$ cat src/rtl/colocador_barcos_pc.sv
// colocador_barcos_pc: places the computer's NUM_BARCOS ships (lengths NUM_BARCOS..1)
// on an N x N board from random row/column/orientation candidates. Every attempt is
// bounds- and overlap-checked one cell per cycle and retried up to MAX_INTENTOS times.
// Accepted ships are written one cell per cycle to the game board and the bitmap.
// Optional feature: define SEPARACION_BARCOS_EN to keep ships from touching (halo map).
module colocador_barcos_pc #(
    parameter int N            = 5,
    parameter int NUM_BARCOS   = 5,
    parameter int COORD_W      = 4,
    parameter int MAX_INTENTOS = 16
) (
    input  logic               clk,
    input  logic               reset,
    input  logic               iniciar,
    input  logic [COORD_W-1:0] fila_rnd,
    input  logic [COORD_W-1:0] col_rnd,
    input  logic               orient_rnd,
    output logic               ocupado,
    output logic               barcos_colocados,
    output logic               fallo,
    output logic               celda_wr,
    output logic [COORD_W-1:0] celda_fila,
    output logic [COORD_W-1:0] celda_col,
    output logic [2:0]         celda_id,
    output logic [N*N-1:0]     tablero_ocup
);
    localparam int CW1   = COORD_W + 1;
    localparam int IDX_W = (N * N > 1) ? $clog2(N * N) : 1;
    localparam int BW    = $clog2(NUM_BARCOS + 1);
    localparam int IW    = $clog2(MAX_INTENTOS + 1);
    localparam logic [CW1-1:0] N_C   = CW1'(N);
    localparam logic [CW1-1:0] NB_C  = CW1'(NUM_BARCOS);
    localparam logic [BW-1:0]  NB_B  = BW'(NUM_BARCOS);
    localparam logic [IW-1:0]  MAX_I = IW'(MAX_INTENTOS);

    typedef enum logic [2:0] {
        IDLE, CARGAR, VERIFICAR, ESCRIBIR, HECHO, FALLO
    } estado_t;

    estado_t        state_q, state_d;
    logic [CW1-1:0] fila_q, fila_d, col_q, col_d;
    logic           orient_q, orient_d;
    logic [CW1-1:0] len_q, len_d, k_q, k_d;
    logic [BW-1:0]  barco_q, barco_d;
    logic [IW-1:0]  intentos_q, intentos_d;
    logic [N*N-1:0] tablero_q, tablero_d;
`ifdef SEPARACION_BARCOS_EN
    logic [N*N-1:0] halo_q, halo_d;
`endif

    // Coordinates, flat index and legality of the current cell k of the candidate.
    logic [CW1-1:0]   fila_k, col_k, inicio_eje;
    logic [IDX_W-1:0] idx;
    logic [N*N-1:0]   ocup_ref;
    logic             fuera, bloqueada;

    assign tablero_ocup = tablero_q;

    // Candidate geometry: cell k, bounds test on the growth axis, blocking map lookup.
    always_comb begin
        fila_k     = orient_q ? fila_q + k_q : fila_q;
        col_k      = orient_q ? col_q : col_q + k_q;
        inicio_eje = orient_q ? fila_q : col_q;
        idx        = IDX_W'(fila_k) * IDX_W'(N) + IDX_W'(col_k);
        fuera      = (fila_q >= N_C) || (col_q >= N_C) ||
                     (inicio_eje + len_q - CW1'(1) >= N_C);
`ifdef SEPARACION_BARCOS_EN
        ocup_ref   = halo_q;
`else
        ocup_ref   = tablero_q;
`endif
        bloqueada  = !fuera && ocup_ref[idx];
    end

    // Next-state and output logic of the placement FSM.
    always_comb begin
        state_d          = state_q;
        fila_d           = fila_q;
        col_d            = col_q;
        orient_d         = orient_q;
        len_d            = len_q;
        k_d              = k_q;
        barco_d          = barco_q;
        intentos_d       = intentos_q;
        tablero_d        = tablero_q;
`ifdef SEPARACION_BARCOS_EN
        halo_d           = halo_q;
`endif
        ocupado          = 1'b0;
        barcos_colocados = 1'b0;
        fallo            = 1'b0;
        celda_wr         = 1'b0;
        celda_fila       = '0;
        celda_col        = '0;
        celda_id         = '0;
        case (state_q)
            IDLE, HECHO, FALLO: begin
                barcos_colocados = (state_q == HECHO);
                fallo            = (state_q == FALLO);
                if (iniciar) begin
                    tablero_d  = '0;
`ifdef SEPARACION_BARCOS_EN
                    halo_d     = '0;
`endif
                    barco_d    = '0;
                    intentos_d = '0;
                    k_d        = '0;
                    state_d    = CARGAR;
                end
            end
            CARGAR: begin
                ocupado  = 1'b1;
                fila_d   = {1'b0, fila_rnd};
                col_d    = {1'b0, col_rnd};
                orient_d = orient_rnd;
                len_d    = NB_C - CW1'(barco_q);
                k_d      = '0;
                state_d  = VERIFICAR;
            end
            VERIFICAR: begin
                ocupado = 1'b1;
                if (fuera || bloqueada) begin
                    intentos_d = intentos_q + IW'(1);
                    k_d        = '0;
                    state_d    = (intentos_q + IW'(1) == MAX_I) ? FALLO : CARGAR;
                end else if (k_q == len_q - CW1'(1)) begin
                    k_d     = '0;
                    state_d = ESCRIBIR;
                end else begin
                    k_d = k_q + CW1'(1);
                end
            end
            ESCRIBIR: begin
                ocupado        = 1'b1;
                celda_wr       = 1'b1;
                celda_fila     = fila_k[COORD_W-1:0];
                celda_col      = col_k[COORD_W-1:0];
                celda_id       = 3'(len_q);
                tablero_d[idx] = 1'b1;
`ifdef SEPARACION_BARCOS_EN
                // Mark the written cell and its 8 neighbours, clipped at the edges.
                for (int r = 0; r < N; r++) begin
                    for (int c = 0; c < N; c++) begin
                        if (r >= int'(fila_k) - 1 && r <= int'(fila_k) + 1 &&
                            c >= int'(col_k) - 1 && c <= int'(col_k) + 1) begin
                            halo_d[r*N+c] = 1'b1;
                        end
                    end
                end
`endif
                if (k_q == len_q - CW1'(1)) begin
                    k_d        = '0;
                    intentos_d = '0;
                    barco_d    = barco_q + BW'(1);
                    state_d    = (barco_q + BW'(1) == NB_B) ? HECHO : CARGAR;
                end else begin
                    k_d = k_q + CW1'(1);
                end
            end
            default: state_d = IDLE;
        endcase
    end

    // State and datapath registers; reset clears everything at once.
    always_ff @(posedge clk or negedge reset) begin
        if (!reset) begin
            state_q    <= IDLE;
            fila_q     <= '0;
            col_q      <= '0;
            orient_q   <= 1'b0;
            len_q      <= '0;
            k_q        <= '0;
            barco_q    <= '0;
            intentos_q <= '0;
            tablero_q  <= '0;
`ifdef SEPARACION_BARCOS_EN
            halo_q     <= '0;
`endif
        end else begin
            state_q    <= state_d;
            fila_q     <= fila_d;
            col_q      <= col_d;
            orient_q   <= orient_d;
            len_q      <= len_d;
            k_q        <= k_d;
            barco_q    <= barco_d;
            intentos_q <= intentos_d;
            tablero_q  <= tablero_d;
`ifdef SEPARACION_BARCOS_EN
            halo_q     <= halo_d;
`endif
        end
    end
endmodule

$ cat config.mk
export PLATFORM = sky130hd
export DESIGN_NAME = colocador_barcos_pc
export DESIGN_NICKNAME = d
export VERILOG_FILES = /design/src/rtl/colocador_barcos_pc.sv
export SDC_FILE = /design/constraint.sdc
export NUM_CORES = 1
export LEC_CHECK = 0
export CORE_ASPECT_RATIO = 0.6
export CORE_UTILIZATION = 35
export DETAILED_ROUTE_END_ITERATION = 8
export PLACE_DENSITY_LB_ADDON = 0.1
export REMOVE_ABC_BUFFERS = 1
export SETUP_SLACK_MARGIN = 0.5
export SLEW_MARGIN = 20
export SYNTH_ARGS = -nofsm -noshare
export SYNTH_HDL_FRONTEND = slang
export SYNTH_SLANG_ARGS = --single-unit
$ cat constraint.sdc
create_clock -name clk -period 4.29 [get_ports clk]
set_input_delay 1.0725 -clock clk [delete_from_list [all_inputs] [get_ports clk]]
set_output_delay 1.0725 -clock clk [all_outputs]
set_load 0.03 [all_outputs]
==> run summary <==
status = finished clean
FP Rows = 28
CTS buffer count = 5
share of the synthesized area in the top cell type = 0.372
number of global-route vias before repair = 2848
gr usage total = 0.191
min cycle time layout = 4.11 ns
synth-to-layout area growth = 39.1%
R2R Setup Slk = 0.18 ns
RSZ-0062 raised after global routing = true
commonest cells in the netlist = dfrtp_1 (54), nand2_1 (42), o21ai_0 (35)
Slowest-stage cell, CP = fa_1
Max Cap Viol = 0
Crit path max-delay family = adder cells
ys async rst share = 1.00
Required @ worst endpoint = 4.47 ns
gpl congestion = 0.830
crit path launch type = flop
crit path buf inv count = 2
Hold Vio Cnt, Final = 0
max-slew violations = 0
drt pass-1 iters = 7
period utilisation layout = 0.958
Starting Density = 0.364
port bufs = 51
Crit. path cell count = 17
H-tree Lvls = 2
area of the multi-input gates = 2380 µm²
CP Class = reg2reg
worst setup path endpoint = intentos_q[0]$_DFFE_PN0P_
Clk pin slew, worst setup/hold paths = 0.08 ns
number of synthesized flops with an enable pin = 0
CP max stage delay = 0.53 ns
dpl cells = 582
Max Fclk = 243 MHz
mapped cell area = 3640 µm²
Setup Skew = 0.00747 ns
FF-to-FF path depth = 17
Worst path most repeated cell = mux2_4
diodes inserted = 0
Most used DFF post-synth = dfrtp_1
Via density = 5.15
r2r endpoint = intentos_q[0]$_DFFE_PN0P_
crit path max fanout = 6
post-synth cell types = 45
DR DRC count = 0
DIE HEIGHT = 81.0 µm
Die Wd = 134 µm
final WL = 9930 µm
Critical Path Start = k_q[1]$_DFFE_PN0P_
worst-path cell chain = ha_1 > a21o_1 > a21oi_2 > xnor2_1 > mux2_4 > ha_4 > inv_2 > fa_1 > inv_2 > ha_4 > xor2_2 > nand3_1 > nand4_1 > nor4_2 > mux2_4 > a31o_4 > mux2_4
post-synthesis sequential area ratio = 0.372
Arr. time, crit path = 4.29 ns
crit path capture type = flop
Iter 0 DRT Violations = 158
synth top area cells = dfrtp_1 (37%), ha_1 (10%), o21ai_0 (4.8%), nand2_1 (4.3%), mux2_2 (4.0%)
pin count of the biggest net entering global routing = 32
# IOs = 52
CTS Hold Buffers Added = 0
die area = 10800 µm²
sequential cell area = 1350 µm²
setup ws final = 0.180 ns
Synth area leader = dfrtp_1
Least-Margin Pin Slew = 0.886 ns
clock latency at the later pin of the worst-skew pair = 0.30 ns
slew margin rel. = 0.405
FF-to-FF Start = k_q[1]$_DFFE_PN0P_
flops & latches, synth = 54
mean post-synth cell area = 9.60 µm²
clock buffer depth = 2
DP Worst Slack = -0.0803 ns
Antenna Violating Nets Remaining = 0
Layout Nets = 512
count leader, synth = dfrtp_1
routed len/inst = 16.5 µm
layout cell share with drive strength beyond 1 = 0.255
number of fill cells = 939
Core Region = 9980 µm²
CTS tree = yes
hpwl dp = 7550 µm
global-route wire length before repair = 15600 µm
total number of yosys warnings = 0
total gr overflow = 0
worst min path class = reg2reg
CTS sink count = 54
non-filler cells in the finished layout = 601
initial antenna violation count = 0
Root Buffer = clkbuf_16
Final setup viols = 0
Vias = 3095
Mapped Cells = 379
-- sequential cells by signal, summed over array words and instances (netlist names) --
signal and cells:
orient_q 1, tablero_ocup 25, barco_q 3, intentos_q 5
len_q 4, k_q 5, fila_q 4, state_q 3
col_q 4
-- cell usage in the layout, fill, tap and decap left out, types with 4 or more instances in the layout --
| master | Yosys | final |
|---|---|---|
| mux2i_1 | 8 | 7 |
| nand3_1 | 19 | 16 |
| buf_6 | 0 | 10 |
| and2_1 | 8 | 7 |
| mux4_2 | 6 | 6 |
| ha_1 | 30 | 26 |
| xor2_1 | 10 | 9 |
| a22o_1 | 7 | 7 |
| and3_1 | 4 | 4 |
| nand4_1 | 4 | 4 |
| nor2b_1 | 8 | 7 |
| clkbuf_16 | 0 | 5 |
| inv_1 | 32 | 30 |
| dfrtp_1 | 54 | 54 |
| a21oi_1 | 11 | 8 |
| mux2_2 | 13 | 11 |
| nand2_1 | 42 | 41 |
| nor2_1 | 25 | 23 |
| xnor2_1 | 10 | 9 |
| o21ai_1 | 0 | 4 |
| o21ai_2 | 1 | 17 |
| a21o_1 | 5 | 5 |
| clkdlybuf4s50_1 | 0 | 49 |
| buf_4 | 1 | 29 |
| o21ai_0 | 35 | 15 |
-- area by class of cell --
cell class                      count  share of cell area
Multi-Input combinational cell    281               0.470
Sequential cell                    54               0.267
Timing Repair Buffer               91               0.168
Tap cell                          135              0.0334
Clock buffer                        5              0.0247
Inverter                           32              0.0237
Clock inverter                      3              0.0136
-- worst min path at each step --
stage | slack [ns] | startpoint | depth (start not counted) | endpoint
5_1_grt | 0.55 | barco_q[2]$_DFFE_PN0P_ | 1 | barco_q[2]$_DFFE_PN0P_
6_report | 0.51 | tablero_ocup[21]$_DFFE_PN0P_ | 2 | tablero_ocup[21]$_DFFE_PN0P_
2_1_floorplan | 0.48 | barco_q[0]$_DFFE_PN0P_ | 1 | len_q[0]$_DFFE_PN0P_
4_1_cts | 0.52 | tablero_ocup[2]$_DFFE_PN0P_ | 2 | tablero_ocup[2]$_DFFE_PN0P_
3_5_place_dp | 0.50 | tablero_ocup[2]$_DFFE_PN0P_ | 2 | tablero_ocup[2]$_DFFE_PN0P_
3_3_place_gp | 0.49 | tablero_ocup[2]$_DFFE_PN0P_ | 2 | tablero_ocup[2]$_DFFE_PN0P_
-- tightest hold or removal path, cell delays in order, from the launching register on --
cell	delay, ns
dfrtp_1	0.36
nand2_1	0.07
o21ai_2	0.05
-- per-layer routing --
layer,wire length (µm),vias up,share of wire,global-route usage
met2,3850,78,0.39,0.249
met4,47,0,0.0047,0.0273
met3,418,4,0.042,0.0350
met5,0,-,0,0
met1,5620,1514,0.57,0.315
li1,-,1499,-,-
-- metrics by stage --
| stage | hold slack (ns) | setup TNS [ns] | util | instance area (µm²) |
|---|---|---|---|---|
| 2_1_floorplan | 0.482 | -0.201 | - | 3590 |
| 3_3_place_gp | 0.492 | 0 | 0.449 | 4480 |
| 3_5_place_dp | 0.500 | -0.355 | 0.449 | 4480 |
| 4_1_cts | 0.515 | 0 | 0.484 | 4840 |
| 5_1_grt | 0.550 | 0 | 0.507 | 5060 |
| 6_report | 0.511 | 0 | 0.507 | 5060 |
-- kinds of logic (layout without fill, tap and decap cells) --
logic type / Yosys count / count (layout) / share of synthesized area
adders and majority gates: 35 / 35 / 0.131
buffers and inverters: 44 / 131 / 0.0468
and+or+nand+nor: 125 / 125 / 0.164
muxes: 28 / 28 / 0.104
xor gates and xnor gates: 22 / 22 / 0.0592
AOI/OAI and AO/OA: 71 / 71 / 0.124
DFF: 54 / 54 / 0.372
-- timing repair --
item	4_1_cts	5_1_grt
pin swaps	18	18
resized for setup	33	56
setup buffers	5	6
setup endpoints to repair	39	40
Power is not shown: default switching activity piles up to over one toggle a cycle in this logic, so the estimate is an artifact.
